<file path="config.mk">
export PLATFORM = sky130hd
export DESIGN_NAME = hazard_stall_ctrl_flat
export DESIGN_NICKNAME = d
export VERILOG_FILES = /design/src/rtl/hazard_stall_ctrl_if.sv /design/src/rtl/hazard_stall_ctrl.sv /design/src/flat_wrapper.sv
export SDC_FILE = /design/constraint.sdc
export NUM_CORES = 1
export LEC_CHECK = 0
export CAP_MARGIN = 20
export CORE_MARGIN = 1.5
export CORE_UTILIZATION = 43
export CTS_BUF_LIST = sky130_fd_sc_hd__clkbuf_8
export DETAILED_ROUTE_END_ITERATION = 10
export HOLD_SLACK_MARGIN = 0.05
export PLACE_DENSITY = 0.78
export SYNTH_ARGS = -nofsm -noshare
export SYNTH_HDL_FRONTEND = slang
export SYNTH_SLANG_ARGS = --single-unit
export TNS_END_PERCENT = 30
</file>
<file path="constraint.sdc">
create_clock -name clk -period 2 [get_ports clk]
set_input_delay 0.3 -clock clk [delete_from_list [all_inputs] [get_ports clk]]
set_output_delay 0.3 -clock clk [all_outputs]
set_load 0.02 [all_outputs]
</file>
<file path="src/rtl/hazard_stall_ctrl_if.sv">
// Signal bundle between the pipeline (master) and the hazard/stall controller (slave).
// Carries ID/EX hazard inputs, branch resolution, stall/flush controls and mul/div status.
interface hazard_stall_ctrl_if #(
  parameter int CNTW = 16
);
  logic            id_valid;
  logic [3:0]      id_op1;
  logic [3:0]      id_op2;
  logic            id_r15use;
  logic            id_is_mul;
  logic            id_is_div;
  logic [3:0]      id_dest;
  logic            ex_memread;
  logic [3:0]      ex_dest;
  logic            branch_taken;
  logic            pc_stall;
  logic            ifid_stall;
  logic            idex_bubble;
  logic            ifid_flush;
  logic            md_start;
  logic            md_busy;
  logic            md_done;
  logic [CNTW-1:0] stall_count;

  modport master (
    output id_valid, id_op1, id_op2, id_r15use, id_is_mul, id_is_div, id_dest,
           ex_memread, ex_dest, branch_taken,
    input  pc_stall, ifid_stall, idex_bubble, ifid_flush,
           md_start, md_busy, md_done, stall_count
  );

  modport slave (
    input  id_valid, id_op1, id_op2, id_r15use, id_is_mul, id_is_div, id_dest,
           ex_memread, ex_dest, branch_taken,
    output pc_stall, ifid_stall, idex_bubble, ifid_flush,
           md_start, md_busy, md_done, stall_count
  );
endinterface

</file>
<file path="src/rtl/hazard_stall_ctrl.sv">
// Load-use stall, mul/div occupancy sequencing, branch flush and saturating stall counter
// for the 16-register 5-stage core.
module hazard_stall_ctrl #(
  parameter int MULCYC = 4,
  parameter int DIVCYC = 8,
  parameter int CNTW   = 16
) (
  input  logic              clk,
  input  logic              rst,
  hazard_stall_ctrl_if.slave bus
);
  localparam int MAXCYC = (MULCYC > DIVCYC) ? MULCYC : DIVCYC;
  localparam int CW     = (MAXCYC > 1) ? $clog2(MAXCYC) : 1;

  typedef enum logic {IDLE = 1'b0, BUSY = 1'b1} state_t;

  state_t          state, state_nx;
  logic [CW-1:0]   cnt, cnt_nx;
  logic [3:0]      md_dest, md_dest_nx;
  logic [CNTW-1:0] stall_count;
  logic            loaduse, busyhaz, stall, start, done;

  // NOTE: every signal gets a default at the top of always_comb so no path leaves it unassigned (no latch).
  always_comb begin
    loaduse    = bus.ex_memread & ((bus.ex_dest == bus.id_op1) | (bus.ex_dest == bus.id_op2) |
                                   (bus.id_r15use & (bus.ex_dest == 4'hF)));
    // While the unit is busy, ID must wait on any mul/div, its result register or R15.
    busyhaz    = (state == BUSY) & (bus.id_is_mul | bus.id_is_div |
                                    (bus.id_op1 == md_dest) | (bus.id_op2 == md_dest) |
                                    bus.id_r15use | (bus.id_op1 == 4'hF) | (bus.id_op2 == 4'hF));
    stall      = bus.id_valid & ~bus.branch_taken & (loaduse | busyhaz);
    start      = bus.id_valid & ~bus.branch_taken & ~stall & (bus.id_is_mul | bus.id_is_div);
    done       = (state == BUSY) & (cnt == '0);
    state_nx   = state;
    cnt_nx     = cnt;
    md_dest_nx = md_dest;
    case (state)
      IDLE: begin
        if (start) begin
          state_nx   = BUSY;
          cnt_nx     = bus.id_is_mul ? CW'(MULCYC - 1) : CW'(DIVCYC - 1);
          md_dest_nx = bus.id_dest;
        end
      end
      BUSY: begin
        if (done) state_nx = IDLE;
        else      cnt_nx   = cnt - CW'(1);
      end
      default: state_nx = IDLE;
    endcase
  end

  // NOTE: sequential state uses non-blocking assignments; reset is synchronous and clears everything.
  always_ff @(posedge clk) begin
    if (rst) begin
      state       <= IDLE;
      cnt         <= '0;
      md_dest     <= '0;
      stall_count <= '0;
    end else begin
      state   <= state_nx;
      cnt     <= cnt_nx;
      md_dest <= md_dest_nx;
      if (stall && (stall_count != '1)) stall_count <= stall_count + CNTW'(1);
    end
  end

  assign bus.pc_stall    = stall;
  assign bus.ifid_stall  = stall;
  assign bus.idex_bubble = stall | bus.branch_taken;
  assign bus.ifid_flush  = bus.branch_taken;
  assign bus.md_start    = start;
  assign bus.md_busy     = (state == BUSY);
  assign bus.md_done     = done;
  assign bus.stall_count = stall_count;
endmodule

</file>
<file path="src/flat_wrapper.sv">
// flat-port wrapper written by rule: the top's interface ports become plain ports
module hazard_stall_ctrl_flat 
#(
  parameter int MULCYC = 4,
  parameter int DIVCYC = 8,
  parameter int CNTW   = 16
)
  (clk, rst, bus_id_valid, bus_id_op1, bus_id_op2, bus_id_r15use, bus_id_is_mul, bus_id_is_div, bus_id_dest, bus_ex_memread, bus_ex_dest, bus_branch_taken, bus_pc_stall, bus_ifid_stall, bus_idex_bubble, bus_ifid_flush, bus_md_start, bus_md_busy, bus_md_done, bus_stall_count);
  hazard_stall_ctrl_if #(.CNTW(CNTW)) bus_i ();
  input  logic clk;
  input  logic rst;
  input wire logic [$bits(bus_i.id_valid)-1:0] bus_id_valid;
  input wire logic [$bits(bus_i.id_op1)-1:0] bus_id_op1;
  input wire logic [$bits(bus_i.id_op2)-1:0] bus_id_op2;
  input wire logic [$bits(bus_i.id_r15use)-1:0] bus_id_r15use;
  input wire logic [$bits(bus_i.id_is_mul)-1:0] bus_id_is_mul;
  input wire logic [$bits(bus_i.id_is_div)-1:0] bus_id_is_div;
  input wire logic [$bits(bus_i.id_dest)-1:0] bus_id_dest;
  input wire logic [$bits(bus_i.ex_memread)-1:0] bus_ex_memread;
  input wire logic [$bits(bus_i.ex_dest)-1:0] bus_ex_dest;
  input wire logic [$bits(bus_i.branch_taken)-1:0] bus_branch_taken;
  output wire logic [$bits(bus_i.pc_stall)-1:0] bus_pc_stall;
  output wire logic [$bits(bus_i.ifid_stall)-1:0] bus_ifid_stall;
  output wire logic [$bits(bus_i.idex_bubble)-1:0] bus_idex_bubble;
  output wire logic [$bits(bus_i.ifid_flush)-1:0] bus_ifid_flush;
  output wire logic [$bits(bus_i.md_start)-1:0] bus_md_start;
  output wire logic [$bits(bus_i.md_busy)-1:0] bus_md_busy;
  output wire logic [$bits(bus_i.md_done)-1:0] bus_md_done;
  output wire logic [$bits(bus_i.stall_count)-1:0] bus_stall_count;
  assign bus_i.id_valid = bus_id_valid;
  assign bus_i.id_op1 = bus_id_op1;
  assign bus_i.id_op2 = bus_id_op2;
  assign bus_i.id_r15use = bus_id_r15use;
  assign bus_i.id_is_mul = bus_id_is_mul;
  assign bus_i.id_is_div = bus_id_is_div;
  assign bus_i.id_dest = bus_id_dest;
  assign bus_i.ex_memread = bus_ex_memread;
  assign bus_i.ex_dest = bus_ex_dest;
  assign bus_i.branch_taken = bus_branch_taken;
  assign bus_pc_stall = bus_i.pc_stall;
  assign bus_ifid_stall = bus_i.ifid_stall;
  assign bus_idex_bubble = bus_i.idex_bubble;
  assign bus_ifid_flush = bus_i.ifid_flush;
  assign bus_md_start = bus_i.md_start;
  assign bus_md_busy = bus_i.md_busy;
  assign bus_md_done = bus_i.md_done;
  assign bus_stall_count = bus_i.stall_count;
  hazard_stall_ctrl #(.MULCYC(MULCYC), .DIVCYC(DIVCYC), .CNTW(CNTW)) u_core (.clk(clk), .rst(rst), .bus(bus_i));
endmodule
</file>
Yosys cells after proc, flatten, opt, wreduce, memory -nomap -nowiden
Cells that the tools add are included.

cells by class
  add/subtract/negate cells = 2
  $mul = 0
  div/mod/pow operators = 0
  order comparisons = 0
  equality and inequality tests = 10
  shift-type cells = 0
  muxes and demuxes = 7
  bitwise operators = 21
  reductions and logical operators = 4

operators by type and width
  kind                                              number
  adder 16 x 1 -> 16 bit, second input constant     1
  equality test 4 bit                               4
  inequality test 16 bit, second input constant     1
  equality test 4 bit, second input constant        3
  bitwise OR 1 bit                                  10
  2-to-1 mux 3 bit                                  3
  AND 1 bit                                         8
  one-hot mux 3 bit (2 select lines)                1
  inequality test 2 bit, second input constant      2
  AND reduction 2 bit                               2
  logical NOT 3 bit                                 1
  NOT 1 bit                                         3
  subtractor 3 x 1 -> 3 bit, second input constant  1
  2-to-1 mux 1 bit                                  2
  one-hot mux 1 bit (2 select lines)                1
  logical AND 1 bit                                 1

word-level totals
  register bits = 24
  bits in latches = 0
  bits in writable memories = 0
  memory bits (read-only) = 0
  input bits = 24
  logic and storage cells = 48
  memories kept = 0

Longest topological paths before layout
  word-level depth = 14
  depth in mapped cells = 7
  gate-level depth less buffers = 6

Worst setup path before layout
OpenSTA, ideal clock, no wires.

  path type = reg2reg
  start = register u_core.stall_count[0], in the netlist u_core.bus.stall_count[0]
  end = register u_core.stall_count[5], in the netlist u_core.bus.stall_count[5]
  setup time = 0.059 ns
  data arrival time = 1.938 ns
  data required time = 1.941 ns
  path slack = 0.002 ns
  cell stages (with the launch flop) = 8
  path buffers = 1
  cells stage by stage = dfxtp_1 -> ha_1 -> and3_1 -> a41oi_1 -> o21ai_2 -> buf_2 -> or4_1 -> nand2_1

between the ends
  longest elaborated chain between the ends = 2
  elaborated cells on any way between the ends = 3

RTL lines
  item                                                                            line                     text
  start: declaration                                                              hazard_stall_ctrl.sv:20  logic [CNTW-1:0] stall_count;
  start signal: assignment                                                        hazard_stall_ctrl.sv:64  if (stall && (stall_count != '1)) stall_count <= stall_count + CNTW'(1);
  parallel branches: the longest is 2 deep, another holds adder 16 x 1 -> 16 bit  -

Several ways; the timed one is not identified.
A chain may end at the register's enable or synchronous reset.

Worst setup path in the final report
  start = input bus_id_op1[0]
  end = output bus_md_start

between the ends
  longest elaborated chain between the ends = 12
  elaborated cells on any way between the ends = 17

RTL lines
  item                            line                     text
  start: declaration              flat_wrapper.sv:13       input wire logic [$bits(bus_i.id_op1)-1:0] bus_id_op1;
  equality test 4 bit             hazard_stall_ctrl.sv:29  (bus.id_op1 == md_dest) | (bus.id_op2 == md_dest) |
  bitwise OR 1 bit                hazard_stall_ctrl.sv:28  busyhaz = (state == BUSY) & (bus.id_is_mul | bus.id_is_div |
  bitwise OR 1 bit (2 in series)  hazard_stall_ctrl.sv:29
  bitwise OR 1 bit (2 in series)  hazard_stall_ctrl.sv:30  bus.id_r15use | (bus.id_op1 == 4'hF) | (bus.id_op2 == 4'hF));
  AND 1 bit                       hazard_stall_ctrl.sv:28
  bitwise OR 1 bit *              hazard_stall_ctrl.sv:31  stall = bus.id_valid & ~bus.branch_taken & (loaduse | busyhaz);
  AND 1 bit *                     hazard_stall_ctrl.sv:31
  NOT 1 bit *                     hazard_stall_ctrl.sv:32  start = bus.id_valid & ~bus.branch_taken & ~stall & (bus.id_is_mul | bus.id_is_div);
  AND 1 bit * (2 in series)       hazard_stall_ctrl.sv:32
  end: declaration                flat_wrapper.sv:26       output wire logic [$bits(bus_i.md_start)-1:0] bus_md_start;

Every way passes the cells marked *; elsewhere a longest branch is shown, timed or not.

==> summary.md <==
| Metric | Value |
|---|---|
| Worst slew pin tran | `0.480 ns` |
| Fmax | `0.491 GHz` |
| Synthesized cell area | `1450 um^2` |
| FF-to-FF path depth | `5` |
| Die X | `61.0 um` |
| # clock sinks | `24` |
| Placed cell area | `2120 um^2` |
| Post-route cell area | `2300 um^2` |
| N_diodes | `0` |
| Tcrit/Tclk final | `102%` |
| Syn nets | `198` |
| Initial DRC count | `89` |
| Critical path arrival | `roughly 1.7 ns` |
| Req. time, crit path | `around 1.7 ns` |
| First-pass GRT wire length | `7.12 mm` |
| Critical path startpoint category | `input port` |
| Final antenna-violating net count | `0` |
| RSZ-0062 raised after global routing | `yes` |
| Setup CP Type | `input port to output pin` |
| Worst hold path stage count | `2` |
| Critical Path Sink Type | `output pin` |
| Fin nets | `between 200 and 300` |
| CTS tree | `yes` |
| Failing checks | `setup timing` |
| Die area | `3720 um^2` |
| Final Skew | `0.00195 ns` |
| Maximum resistive drop on vdd | `0.479 mV` |
| Worst-path fanout max | `3` |
| Crit path time final | `2.04 ns` |
| CTS buffer count | `3` |
| GRT Residual Overflow | `0` |
| Number of global-route vias before repair | `1554` |
| Cell Rows | `20` |
| Rel. slew slack | `about two thirds` |
| Hpwl dp | `3.17 mm` |
| Synth warn | `0` |
| Placer congestion estimate | `0.807` |
| First-pass DRT Iterations | `4` |
| Final Hold Fails | `0` |
| H-tree levels | `1` |
| Area Growth Syn to Fin | `59.4%` |
| # port buffers | `46` |
| Vias | `1598` |
| Initial Utilization | `46.2%` |
| Fraction of layout cells with a size suffix above 1 | `about a third` |
| DR WL/cell | `approximately 16 um` |
| Final Worst Setup Slack | `-0.0361 ns` |
| Clock root buffer | `clkbuf_8` |
| Initial antenna violation count | `0` |
| Register bit total from synthesis | `24` |
| Hold Path Class | `register to register` |
| Async SR Flop Fraction | `0%` |
| Slew Limit Fails | `0` |
| Outcome | `finished, violations left` |
| Cts-stage hold buffer count | `0` |
| Largest net degree at the start of global routing | `17` |
| Register area share after synthesis | `around 33%` |
| Core area | `around 3100 um^2` |
| DRT Wirelength | `4.56 mm` |
| Syn Inst Count | `171` |
| Clock buffer depth | `2` |
| Power per cell area | `473 nW/um^2` |
| Post-synthesis cell type count | `40` |
| Clk_lat worst skew | `0.27 ns` |
| Die Ht | `approximately 61 um` |
| Number of synthesized flops with an enable pin | `0` |
| Clk slew on worst S/H paths | `about 0.09 ns` |
| Power Total | `~1.1 mW` |
| Fin Hold WS | `a little over 0.5 ns` |
| Final Util | `73.6%` |
| DRC Markers | `0` |
| Number of vias per cell | `5.49` |
| Ports | `47` |
| Number of max-cap violations | `0` |
| Top FF cell, synth | `dfxtp_1` |
| GRT Total Usage | `25.1%` |
| LEAKAGE | `0.946 nW` |
| Syn Area/Cell | `8.45 um^2` |
| Setup-failing EPs final | `2` |
| Setup total negative slack | `-0.0417 ns` |
metrics by stage:
step | cells | setup slack [ns]
after floorplan | 171 | 0.00244
after global placement | 282 | -0.866
after detailed placement | 282 | -0.899
after CTS | 288 | -0.0241
after global routing | 291 | -0.110
final | 291 | -0.0361
registers in the layout, summed over array words and instances, names as in the netlist:
name,cells
u_core.md_dest,4
u_core.bus.md_busy,1
u_core.cnt,3
u_core.bus.stall_count,16
where the power goes:
| group | switching, mW | total (mW) | internal, mW |
|---|---|---|---|
| combinational | 0.121 | 0.254 | 0.133 |
| clock | 0.160 | 0.336 | 0.176 |
| sequential | 0.0104 | 0.499 | 0.489 |
| total | 0.291 | 1.09 | 0.798 |
path summary, 6_finish.rpt:
| path | start | slack, ns | end |
|---|---|---|---|
| worst max-delay path | bus_id_op1[0] | -0.04 | bus_md_start |
| worst max register to register | u_core.bus.stall_count[7]$_SDFFE_PP0P_ | -0.01 | u_core.bus.stall_count[15]$_SDFFE_PP0P_ |
| worst min-delay path | u_core.bus.stall_count[9]$_SDFFE_PP0P_ | 0.51 | u_core.bus.stall_count[9]$_SDFFE_PP0P_ |
| worst min register to register | u_core.bus.stall_count[9]$_SDFFE_PP0P_ | 0.51 | u_core.bus.stall_count[9]$_SDFFE_PP0P_ |
worst max-delay path, stage by stage:
cell    delay, ns
buf_2        0.12
xor2_2       0.16
nor4_2       0.08
o31a_2       0.35
or4_4        0.55
inv_2        0.07
buf_6        0.11
what timing repair did:
item / in CTS / in global routing
gates cloned: 1 / 0
setup endpoints to repair: 27 / 17
buffers inserted: 1 / 3
resized for setup: 94 / 14
pin swaps: 16 / 13
synth_stat cells (4+ instances only):
library cell,number,area share (%)
dfxtp_1,24,33
xor2_1,9,5.5
nand2_1,8,2.1
mux2i_1,6,4.2
o31ai_1,4,2.1
nor2_1,15,3.9
o21ai_0,6,2.1
inv_1,8,2.1
nand4_1,7,3.0
xnor2_1,8,4.8
a31oi_1,4,1.7
nand3_1,8,2.8
a21oi_1,10,3.5
or4_1,6,3.1
nor4_1,4,1.7
nor2b_1,7,3.0
layer usage:
| layer | GRT usage [%] | vias up | share of wire, % |
|---|---|---|---|
| met5 | 0 | - | 0 |
| met4 | 6.83 | 0 | 2.9 |
| met3 | 4.26 | 17 | 3.1 |
| met2 | 47.9 | 43 | 55 |
| met1 | 28.4 | 770 | 39 |
| li1 | - | 768 | - |
logic make-up after synthesis:
family | Yosys count | share of synthesized area [%]
AOI/OAI and AO/OA | 34 | 15.3
xor gates and xnor gates | 17 | 10.3
adders and majority gates | 3 | 2.60
buffers and inverters | 15 | 5.71
DFF | 24 | 33.2
muxes | 9 | 6.49
and+or+nand+nor | 69 | 26.3
area by class of cell:
cell class                 instances  area (um^2)
inverter                           8         30.0
timing repair buffer              79          668
clock buffer                       4         55.1
tap                               44         55.1
fill                             240          825
multi-input combinational        132         1000
sequential                        24          490
cells in the final DEF, fill, tap and decap left out, drive strengths merged, types with 4 or more instances in the layout:
cell           count
xor2               9
inv                8
a21oi             11
nor4               4
nor2              15
nand4              7
clkdlybuf4s50     24
dfxtp             24
nand2              8
mux2i              6
or4                7
nor2b              7
o21ai              7
clkbuf             5
nand3              8
a31oi              4
o31ai              4
xnor2              8
buf               48
Note: power is estimated with default switching activity, not from simulation.
